`config.mk`:
```
export PLATFORM = sky130hd
export DESIGN_NAME = seq_pattern_gen_flat
export DESIGN_NICKNAME = d
export VERILOG_FILES = /design/src/rtl/seq_pattern_gen_if.sv /design/src/rtl/seq_pattern_gen.sv /design/src/flat_wrapper.sv
export SDC_FILE = /design/constraint.sdc
export NUM_CORES = 1
export LEC_CHECK = 0
export ABC_AREA = 1
export CORE_MARGIN = 2
export CORE_UTILIZATION = 45
export CTS_CLUSTER_SIZE = 28
export DETAILED_ROUTE_END_ITERATION = 12
export PLACE_DENSITY = 0.62
export SETUP_SLACK_MARGIN = 0.02
export SLEW_MARGIN = 20
export SYNTH_ARGS = -nofsm -noshare
export SYNTH_HDL_FRONTEND = slang
export SYNTH_SLANG_ARGS = --single-unit
```
`constraint.sdc`:
```
create_clock -name sclk -period 1.95 [get_ports sclk]
set_input_delay 0.4875 -clock sclk [delete_from_list [all_inputs] [get_ports sclk]]
set_output_delay 0.4875 -clock sclk [all_outputs]
set_load 0.01 [all_outputs]
```
`src/rtl/seq_pattern_gen_if.sv`:
```
// Output stream of the pattern generator: data/valid toward the consumer
// and the consumer's ready back to the generator.
interface seq_pattern_gen_if #(
  parameter int DATA_W = 8
);
  logic              o_dv;
  logic [DATA_W-1:0] o_data;
  logic              o_ready;

  modport master (output o_dv, output o_data, input o_ready);
  modport slave  (input o_dv, input o_data, output o_ready);
endinterface

```
`src/rtl/seq_pattern_gen.sv`:
```
// Programmable data/valid pattern generator: plays a table of {data, dv} entries
// onto a ready/valid stream, with one-shot, loop and stop-request control.
module seq_pattern_gen #(
  parameter int DATA_W = 8,
  parameter int DEPTH  = 8,
  parameter int ADDR_W = 3
) (
  input  logic              sclk,
  input  logic              rst,
  input  logic              cfg_we,
  input  logic [ADDR_W-1:0] cfg_addr,
  input  logic [DATA_W-1:0] cfg_data,
  input  logic              cfg_dv,
  input  logic [ADDR_W:0]   cfg_len,
  input  logic              cfg_loop,
  input  logic              start,
  input  logic              stop,
  seq_pattern_gen_if.master stream,
  output logic              busy,
  output logic              done
);

  typedef enum logic {IDLE, RUN} state_t;

  typedef struct packed {
    logic [DATA_W-1:0] data;
    logic              dv;
  } entry_t;

  entry_t            tbl [DEPTH];
  state_t            state_q, state_n;
  logic [ADDR_W-1:0] idx_q, idx_n;
  logic [ADDR_W:0]   len_q, len_n;
  logic              loop_q, loop_n;
  logic              stop_pend_q, stop_pend_n;
  entry_t            out_q, out_n;
  logic              done_n;

  logic len_ok, advance, last, end_req;

  // NOTE: the table is cleared on reset so a run after reset plays defined gap
  // entries; this keeps it in flops rather than a RAM macro, which is fine at this size.
  always_ff @(posedge sclk) begin
    if (rst) begin
      for (int i = 0; i < DEPTH; i++) tbl[i] <= '0;
    end else if (cfg_we && state_q == IDLE) begin
      tbl[cfg_addr] <= '{data: cfg_data, dv: cfg_dv};
    end
  end

  assign len_ok  = (cfg_len != '0) && (cfg_len <= (ADDR_W+1)'(DEPTH));
  assign advance = !out_q.dv || stream.o_ready;
  assign last    = ({1'b0, idx_q} == len_q - (ADDR_W+1)'(1));
  assign end_req = stop_pend_q || stop;

  // NOTE: every variable gets its default first, so no path through the case
  // can leave one unassigned and infer a latch.
  always_comb begin
    state_n     = state_q;
    idx_n       = idx_q;
    len_n       = len_q;
    loop_n      = loop_q;
    stop_pend_n = stop_pend_q;
    out_n       = out_q;
    done_n      = 1'b0;
    unique case (state_q)
      IDLE: begin
        stop_pend_n = 1'b0;
        if (start && len_ok) begin
          state_n = RUN;
          len_n   = cfg_len;
          loop_n  = cfg_loop;
          idx_n   = '0;
          out_n   = tbl[0];
        end
      end
      RUN: begin
        if (advance) begin
          if (end_req || (last && !loop_q)) begin
            state_n     = IDLE;
            out_n       = '0;
            done_n      = 1'b1;
            stop_pend_n = 1'b0;
          end else if (last) begin
            idx_n = '0;
            out_n = tbl[0];
          end else begin
            idx_n = idx_q + ADDR_W'(1);
            out_n = tbl[idx_q + ADDR_W'(1)];
          end
        end else if (stop) begin
          // Beat still pending: remember the request, end on its acceptance.
          stop_pend_n = 1'b1;
        end
      end
      default: state_n = IDLE;
    endcase
  end

  // NOTE: sequential state uses non-blocking assignments so every register
  // samples the pre-edge values regardless of statement order.
  always_ff @(posedge sclk) begin
    if (rst) begin
      state_q     <= IDLE;
      idx_q       <= '0;
      len_q       <= '0;
      loop_q      <= 1'b0;
      stop_pend_q <= 1'b0;
      out_q       <= '0;
      busy        <= 1'b0;
      done        <= 1'b0;
    end else begin
      state_q     <= state_n;
      idx_q       <= idx_n;
      len_q       <= len_n;
      loop_q      <= loop_n;
      stop_pend_q <= stop_pend_n;
      out_q       <= out_n;
      busy        <= (state_n == RUN);
      done        <= done_n;
    end
  end

  assign stream.o_dv   = out_q.dv;
  assign stream.o_data = out_q.data;

endmodule

```
`src/flat_wrapper.sv`:
```
// flat-port wrapper written by rule: the top's interface ports become plain ports
module seq_pattern_gen_flat 
#(
  parameter int DATA_W = 8,
  parameter int DEPTH  = 8,
  parameter int ADDR_W = 3
)
  (sclk, rst, cfg_we, cfg_addr, cfg_data, cfg_dv, cfg_len, cfg_loop, start, stop, busy, done, stream_o_dv, stream_o_data, stream_o_ready);
  seq_pattern_gen_if #(.DATA_W(DATA_W)) stream_i ();
  input  logic sclk;
  input  logic rst;
  input  logic cfg_we;
  input  logic [ADDR_W-1:0] cfg_addr;
  input  logic [DATA_W-1:0] cfg_data;
  input  logic cfg_dv;
  input  logic [ADDR_W:0] cfg_len;
  input  logic cfg_loop;
  input  logic start;
  input  logic stop;
  output logic busy;
  output logic done;
  output wire logic [$bits(stream_i.o_dv)-1:0] stream_o_dv;
  output wire logic [$bits(stream_i.o_data)-1:0] stream_o_data;
  input wire logic [$bits(stream_i.o_ready)-1:0] stream_o_ready;
  assign stream_o_dv = stream_i.o_dv;
  assign stream_o_data = stream_i.o_data;
  assign stream_i.o_ready = stream_o_ready;
  seq_pattern_gen #(.DATA_W(DATA_W), .DEPTH(DEPTH), .ADDR_W(ADDR_W)) u_core (.sclk(sclk), .rst(rst), .cfg_we(cfg_we), .cfg_addr(cfg_addr), .cfg_data(cfg_data), .cfg_dv(cfg_dv), .cfg_len(cfg_len), .cfg_loop(cfg_loop), .start(start), .stop(stop), .stream(stream_i), .busy(busy), .done(done));
endmodule
```
==> impl_metrics.py, run 1 <==
metrics = {
    "routing": {
        "drt-vias-per-instance": 5.02,
        "detail_route.drc_violations": 0,
        "wl_per_cell_um": 14.8,
        "drt-initial-drc-count": 331,
        "detailedRoute.firstPassIterationCount": 5,
        "antenna_violating_nets_post_route": 0,
        "dr_total_vias": 3643,
        "wl_um": 10700,
    },
    "synth": {
        "ys_seq_area_frac": 0.574,
        "yosys_warnings": 0,
        "synth_area_um2": 4470,
        "synth_area_leader_cell": "sky130_fd_sc_hd__edfxtp_1",
        "post_synth.cell_area_avg_um2": 8.41,
        "syn_nets": 556,
        "netlist_top_cells_area": "sky130_fd_sc_hd__edfxtp_1 48%, sky130_fd_sc_hd__nand2_1 13%, sky130_fd_sc_hd__nor2_1 9.7%",
        "synth_seq_cells": 92,
        "synth_top_area_frac": 0.484,
        "number_of_instances_in_the_synthesized_netlist": 531,
        "unique_masters_post_synth": 25,
    },
    "grt": {
        "antenna_found_initial": 0,
        "grt_util_met1": 0.277,
        "grt-ovfl-total": 0,
        "grt.busiest_layer": "met2",
        "met2_usage": 0.333,
        "grt_pass1_wl_um": 17000,
        "global_route.usage.total": 0.204,
        "grt_start_max_net_pins": 38,
        "grt_pass1_vias": 3264,
        "grt.met3_usage": 0.0434,
    },
    "floorplanning": {
        "floorplan_die_width_um": 104,
        "die-area_um2": 10700,
        "placementRows": 36,
        "fp.coreArea_um2": 9680,
        "floorplan.io_pins": 34,
        "die_height_um": 104,
        "starting_density_of_the_core": 0.461,
    },
    "timing": {
        "timing.fmax_ghz": 0.538,
        "relSlewSlack": 0.681,
        "finalCriticalPeriod_ns": 1.86,
        "final_min_period_over_clock_period": 0.953,
        "report.final.hold_viol_count": 0,
        "worst_hold_slack_ns": 0.462,
        "fin_skew_ns": 0.0120,
        "finalSetupViolCount": 0,
        "fin_tns_setup_ns": 0,
        "number_of_slew_limit_violations_in_the_final_report": 0,
        "least_margin_pin_slew_ns": 0.477,
        "setup_repair_after_global_routing_missed_its_margin": "true",
    },
    "worst_setup_path": {
        "path_cells": "clkdlybuf4s50_1 -> inv_1 -> nand3_1 -> nor2_1 -> nand2_1 -> nand2_1 -> buf_12",
        "worst_path_largest_cell_delay_ns": 0.42,
        "timing.critical_path.slowest_stage_cell": "sky130_fd_sc_hd__clkdlybuf4s50_1",
        "criticalPathCategory": "in -> reg",
        "path_common_cell": "sky130_fd_sc_hd__nand2_1",
        "worstPathRequired_ns": 2.03,
        "worstSetupStartpointType": "primary input",
        "critical_path_endpoint_category": "register",
        "reg2reg_depth": 11,
        "path_max_fanout": 9,
        "critPathArrivalTime_ns": 1.94,
    },
    "worst_hold_path": {
        "hold_path_class": "reg -> reg",
        "hold_depth": 2,
    },
    "power_and_ir_drop": {
        "cellLeakagePower_nw": 2.29,
        "power-per-cell-area_nw_per_um2": 830,
        "ir_worst_vdd_mv": 0.590,
        "design_power_total_mw": 4.46,
    },
    "clock_tree": {
        "cts_buffers": 9,
        "htreeDepth": 3,
        "worst_skew_pair.late_latency_ns": 0.36,
        "clock_sink_total": 92,
        "clockBufferDepth": 2,
        "clk_transition_reported_paths_ns": 0.09,
        "cts-root-buf": "sky130_fd_sc_hd__clkbuf_8",
        "cts_tree": "built",
        "cts-hold-fix-buffers": 0,
    },
    "cells_and_area": {
        "antenna_cells_inserted": 0,
        "num-nets-final": 612,
        "post_route_cells_drive_above_1_share": 0.103,
        "area_overhead_vs_synth_pct": 20.3,
        "filler_cell_count": 927,
    },
    "placed_design": {
        "detailedPlacementHpwl_um": 7600,
        "globalplace.congestion": 0.848,
        "port_buffers": 33,
    },
    "status": {
        "result_of_the_run": "finished clean",
    },
    "run": {
        "max-cap-violations": 0,
    },
}
[worst max-delay path, delay by kind of cell]
kind,cells,cell delay [ns]
simple gates,4,0.81
buf+inv,3,0.63
[registers in the layout, indices dropped and copies added, names as in the netlist]
register and count:
u_core.stream.o_dv 1, u_core.tbl 72, u_core.busy 1, u_core.idx_q 3
u_core.len_q 4, u_core.stop_pend_q 1, u_core.stream.o_data 8, u_core.loop_q 1
u_core.done 1
[where the power goes]
part / switching, mW / total (mW) / internal [mW]
combinational: 0.546 / 0.877 / 0.331
sequential: 0.0450 / 2.26 / 2.22
clock: 0.708 / 1.32 / 0.610
[per-layer routing]
layer	vias to the layer above	routed length, um
met5	-	0
met4	0	137
met3	10	770
met2	128	4930
met1	1652	4870
li1	1853	-
[synth_stat cells (all sizes together)]
cell,instances
a21oi,15
a22oi,2
a31oi,1
buf,14
clkbuf,5
clkinv,1
dfxtp,20
edfxtp,72
ha,2
inv,40
nand2,157
nand3,53
nand4,8
nor2,116
nor3,2
o21ai,22
xnor2,1
[final timing paths]
path	endpoint	from	slack [ns]
min reg2reg	u_core.loop_q	u_core.loop_q	0.46
min	u_core.loop_q	u_core.loop_q	0.46
max reg2reg	u_core.idx_q[0]	u_core.len_q[0]	0.16
max	u_core.tbl[3][6]	rst	0.09
[layout by cell type, fill, tap and decap left out]
cell type | Yosys | layout
sky130_fd_sc_hd__nand2_1 | 151 | 151
sky130_fd_sc_hd__nor2_1 | 115 | 115
sky130_fd_sc_hd__edfxtp_1 | 72 | 72
sky130_fd_sc_hd__nand3_1 | 51 | 51
sky130_fd_sc_hd__inv_1 | 35 | 35
sky130_fd_sc_hd__clkdlybuf4s50_1 | 0 | 33
sky130_fd_sc_hd__buf_4 | 7 | 25
sky130_fd_sc_hd__o21ai_0 | 22 | 22
sky130_fd_sc_hd__dfxtp_1 | 20 | 19
sky130_fd_sc_hd__a21oi_1 | 15 | 15
sky130_fd_sc_hd__clkbuf_8 | 0 | 9
sky130_fd_sc_hd__nand4_1 | 8 | 8
sky130_fd_sc_hd__buf_12 | 0 | 6
sky130_fd_sc_hd__inv_2 | 5 | 4
sky130_fd_sc_hd__nand2_2 | 6 | 4
sky130_fd_sc_hd__nand2_4 | 0 | 2
sky130_fd_sc_hd__a22oi_1 | 2 | 2
sky130_fd_sc_hd__nor3_1 | 2 | 2
sky130_fd_sc_hd__ha_1 | 2 | 2
sky130_fd_sc_hd__clkinv_4 | 0 | 2
sky130_fd_sc_hd__nor2_8 | 1 | 1
sky130_fd_sc_hd__nand3_4 | 1 | 1
sky130_fd_sc_hd__inv_4 | 0 | 1
sky130_fd_sc_hd__xnor2_1 | 1 | 1
sky130_fd_sc_hd__clkinv_1 | 1 | 1
sky130_fd_sc_hd__a31oi_1 | 1 | 1
sky130_fd_sc_hd__nand3_2 | 1 | 1
sky130_fd_sc_hd__clkbuf_1 | 5 | 1
sky130_fd_sc_hd__inv_8 | 0 | 1
sky130_fd_sc_hd__bufinv_16 | 0 | 1
sky130_fd_sc_hd__inv_6 | 0 | 1
sky130_fd_sc_hd__clkinv_2 | 0 | 1
sky130_fd_sc_hd__dfxtp_2 | 0 | 1
[cells by family (layout without fill, tap and decap cells)]
| group | count (synthesis) | in the layout | share of synthesized area |
|---|---|---|---|
| compound gates | 40 | 40 | 0.0462 |
| xor+xnor | 1 | 1 | 0.00196 |
| fa+ha+maj | 2 | 2 | 0.00560 |
| buf+inv | 60 | 121 | 0.0594 |
| flops | 92 | 92 | 0.574 |
| simple gates | 336 | 336 | 0.313 |
[stage by stage]
stage	util	setup slack, ns	cells	area, um2
2_1_floorplan	-	0.286	531	4470
3_3_place_gp	0.532	-0.169	708	5150
3_5_place_dp	0.532	-0.207	708	5150
4_1_cts	0.553	0.100	724	5350
5_1_grt	0.555	0.00744	725	5370
6_report	0.555	0.0916	725	5370
[layout make-up]
cell class | instances | area (um2) | area share
clock buffer | 10 | 128 | 0.0237
timing repair buffer | 64 | 638 | 0.119
sequential | 92 | 2560 | 0.477
inverter | 41 | 156 | 0.0291
clock inverter | 6 | 72.6 | 0.0135
multi-input combinational | 379 | 1650 | 0.307
tap | 133 | 166 | 0.0310
[timing repair]
action,in CTS,in global routing
setup endpoints to repair,0,13
gates resized for setup,0,5
setup buffers,0,1
(Power assumes the default switching activity.)
==> run 2: changes to the inputs <==
--- a/config.mk
+++ b/config.mk
@@ -10,6 +10,7 @@
 export CORE_UTILIZATION = 45
 export CTS_CLUSTER_SIZE = 28
 export DETAILED_ROUTE_END_ITERATION = 12
+export HOLD_SLACK_MARGIN = 0.02
 export PLACE_DENSITY = 0.62
 export SETUP_SLACK_MARGIN = 0.02
 export SLEW_MARGIN = 20
==> results of run 2 <==
The final DEF is identical to that of run 1; final timing and power are the same.
==> run 3: changes to the inputs <==
--- a/config.mk
+++ b/config.mk
@@ -5,13 +5,13 @@
 export SDC_FILE = /design/constraint.sdc
 export NUM_CORES = 1
 export LEC_CHECK = 0
-export ABC_AREA = 1
 export CORE_MARGIN = 2
 export CORE_UTILIZATION = 45
 export CTS_CLUSTER_SIZE = 28
 export DETAILED_ROUTE_END_ITERATION = 12
 export HOLD_SLACK_MARGIN = 0.02
 export PLACE_DENSITY = 0.62
+export RECOVER_POWER = 50
 export SETUP_SLACK_MARGIN = 0.02
 export SLEW_MARGIN = 20
 export SYNTH_ARGS = -nofsm -noshare
==> run 3 against run 2 <==
  * Critical path depth fell by 1
  * Synthesized cell count decreased by 38%
  * Clock power rose by 4%
  * Worst setup slack worse by 0.059 ns
  * Routed wire length decreased by 1.9%
  * Flip-flop and latch count unchanged
  * Global-route usage down 0.38 points
  * Count of clock-buffer cells in the layout unchanged
  * Sequential share of layout area is 1.1 points lower
  * Total power decreased by 9.4%
  * Core utilization is 0.63 points higher
  * Critical path type is now reg -> reg
==> impl_metrics.py, run 3 <==
metrics = {
    "clock_tree": {
        "clockBufferDepth": 2,
        "htreeDepth": 3,
        "cts_tree": "built",
        "cts_setup_buffers": 0,
        "clock_sink_total": 92,
        "worst_skew_pair.late_latency_ns": 0.36,
        "clk_transition_reported_paths_ns": 0.09,
        "cts_buffers": 9,
        "cts-root-buf": "sky130_fd_sc_hd__clkbuf_8",
    },
    "grt": {
        "global_route.usage.total": 0.201,
        "grt_pass1_wl_um": 16200,
        "grt_start_max_net_pins": 20,
        "grt-ovfl-total": 0,
        "antenna_found_initial": 0,
        "grt_pass1_vias": 2964,
    },
    "worst_setup_path": {
        "critPathArrivalTime_ns": 2.17,
        "reg2reg_from": "u_core.idx_q[0]",
        "setup.reg_to_reg.worst_slack_ns": 0.03,
        "criticalPathCategory": "reg -> reg",
        "worstSetupStartpointType": "register",
        "reg2reg_depth": 6,
        "worstPathRequired_ns": 2.21,
        "path_cells": "ha_4 -> clkbuf_16 -> mux4_1 -> mux2i_1 -> mux2_2 -> o22ai_2",
        "critical_path_endpoint_category": "register",
        "critical_path.n_buffers_inverters": 1,
        "worst_path_largest_cell_delay_ns": 0.59,
        "rr_endpoint": "u_core.stream.o_data[1]",
        "path_max_fanout": 5,
        "worst_path_dominant_cell_family": "multiplexers",
        "timing.critical_path.slowest_stage_cell": "sky130_fd_sc_hd__mux4_1",
    },
    "synth": {
        "synth_seq_cells": 92,
        "unique_masters_post_synth": 45,
        "yosys_warnings": 0,
        "netlist_top_cells_area": "sky130_fd_sc_hd__edfxtp_1 47%, sky130_fd_sc_hd__mux4_1 10%, sky130_fd_sc_hd__and2_1 10%",
        "synthFlopType": "sky130_fd_sc_hd__edfxtp_1",
        "synth_top_area_frac": 0.473,
        "number_of_instances_in_the_synthesized_netlist": 329,
        "ys_seq_area_frac": 0.560,
        "post_synth.cell_area_avg_um2": 13.9,
        "post-synth-top-count-cell": "sky130_fd_sc_hd__and2_1",
        "syn_nets": 354,
        "asyncSetResetFlopFracSynth": 0,
        "ys_top_cells_by_count": "73 x sky130_fd_sc_hd__and2_1, 72 x sky130_fd_sc_hd__edfxtp_1, 20 x sky130_fd_sc_hd__dfxtp_1",
        "synth_area_um2": 4570,
        "number_of_flops_mapped_to_enable_cells_by_yosys": 72,
        "synth_area_leader_cell": "sky130_fd_sc_hd__edfxtp_1",
    },
    "worst_hold_path": {
        "hold_path_class": "reg -> reg",
        "min-delay-start": "u_core.len_q[3]",
        "hold_depth": 2,
        "timing.hold.worst_endpoint": "u_core.len_q[3]",
    },
    "floorplanning": {
        "die_height_um": 105,
        "fp.coreArea_um2": 9820,
        "placementRows": 36,
        "floorplan.io_pins": 34,
        "floorplan_die_width_um": 105,
        "starting_density_of_the_core": 0.466,
        "die-area_um2": 11000,
    },
    "timing": {
        "relSlewSlack": 0.758,
        "least_margin_pin_slew_ns": 0.361,
        "number_of_slew_limit_violations_in_the_final_report": 0,
        "timing.fmax_ghz": 0.522,
        "fin_skew_ns": 0.0150,
        "finalCriticalPeriod_ns": 1.92,
        "fin_tns_setup_ns": 0,
        "final_min_period_over_clock_period": 0.983,
        "finalSetupViolCount": 0,
        "report.final.hold_viol_count": 0,
        "setup_repair_after_global_routing_missed_its_margin": "true",
    },
    "routing": {
        "detailedRoute.firstPassIterationCount": 4,
        "wl_per_cell_um": 19.7,
        "wl_um": 10500,
        "drt-vias-per-instance": 5.37,
        "antenna_violating_nets_post_route": 0,
        "dr_total_vias": 2865,
        "drt-initial-drc-count": 106,
        "detail_route.drc_violations": 0,
    },
    "power_and_ir_drop": {
        "power.switching_mw": 0.914,
        "internal-power_mw": 3.12,
        "power.sequential.fraction": 0.552,
        "pwr-share-clk": 0.339,
        "combinationalPowerShare": 0.108,
        "ir_worst_vdd_mv": 0.415,
        "swShare": 0.226,
        "power-per-cell-area_nw_per_um2": 733,
        "cellLeakagePower_nw": 2.04,
    },
    "placed_design": {
        "port_buffers": 33,
        "detailedPlacementHpwl_um": 6990,
        "globalplace.congestion": 0.787,
    },
    "cells_and_area": {
        "largest_register_ffs": 72,
        "max_flop_register": "u_core.tbl",
        "area_overhead_vs_synth_pct": 20.5,
        "final_cell_mix": "72 x sky130_fd_sc_hd__edfxtp_1, 44 x sky130_fd_sc_hd__and2_1, 29 x sky130_fd_sc_hd__and2_0",
        "num-nets-final": 421,
        "post_route_cells_drive_above_1_share": 0.244,
        "mostFrequentLayoutCell": "sky130_fd_sc_hd__edfxtp_1",
        "post-route-util": 0.561,
        "antenna_cells_inserted": 0,
        "filler_cell_count": 851,
    },
    "run": {
        "max-cap-violations": 0,
    },
    "status": {
        "result_of_the_run": "finished clean",
    },
}
[run 3: metrics by stage]
step	hold slack [ns]	setup WS [ns]	std cells	total power [mW]	cell area [um2]
CTS	0.540	0.00782	533	4.06	5520
global placement	0.513	-0.261	516	2.68	5280
detailed placement	0.528	-0.313	516	2.70	5280
finish	0.539	0.0330	534	4.04	5510
floorplan	0.489	0.0259	329	2.49	4580
global route	0.575	-0.0117	534	4.19	5510
[run 3: power by group through the flow]
stage	Sequential [mW]	Combinational, mW	Clock (mW)
floorplan	2.26	0.227	0
global placement	2.27	0.417	0
detailed placement	2.27	0.424	0
CTS	2.23	0.433	1.40
global route	2.24	0.472	1.48
finish	2.23	0.437	1.37
[run 3: worst min-delay path, cell delays in order (launching register included)]
cell and delay [ns]:
sky130_fd_sc_hd__dfxtp_1 0.35, sky130_fd_sc_hd__o21ai_0 0.08, sky130_fd_sc_hd__a21oi_1 0.07
[run 3: repair_timing]
item | CTS | global route
pin swaps | 0 | 2
cloned | 1 | 1
gates resized for setup | 6 | 23
hold buffers | 0 | 0
endpoints found under the setup margin | 9 | 32
hold endpoints to repair | 0 | 0
[run 3: how the worst max path moves through the flow]
stage	start	to	slack (ns)	cells after the start
detailed placement	cfg_len[0]	u_core.stream.o_data[0]	-0.31	7
global placement	cfg_len[0]	u_core.stream.o_data[6]	-0.26	6
finish	u_core.idx_q[0]	u_core.stream.o_data[1]	0.03	6
CTS	u_core.idx_q[0]	u_core.stream.o_data[7]	0.008	6
global route	u_core.idx_q[0]	u_core.stream.o_data[7]	-0.01	6
floorplan	u_core.idx_q[0]	u_core.stream.o_dv	0.03	7
[run 3: cells by family after synthesis]
| group | count (synthesis) | share of synthesized area |
|---|---|---|
| AOI/OAI and AO/OA | 33 | 0.0605 |
| xor gates and xnor gates | 4 | 0.00930 |
| adders and majority gates | 2 | 0.00547 |
| buffers and inverters | 14 | 0.0183 |
| DFF | 92 | 0.560 |
| muxes | 46 | 0.171 |
| and+or+nand+nor | 138 | 0.175 |
[run 3: area by class of cell]
class | count | area, um2 | share of cell area
tap | 133 | 166 | 0.0302
clock buffer | 10 | 128 | 0.0232
inverter | 3 | 11.3 | 0.00204
clock inverter | 6 | 78.8 | 0.0143
timing repair buffer | 67 | 643 | 0.117
sequential | 92 | 2570 | 0.466
multi-input combinational | 223 | 1920 | 0.348
[run 3: metal layers]
layer | wire length, um | share of wire | track usage
met5 | 0 | 0 | 0
met4 | 276 | 0.026 | 0.0857
met3 | 411 | 0.039 | 0.0399
met2 | 5200 | 0.50 | 0.339
met1 | 4620 | 0.44 | 0.251
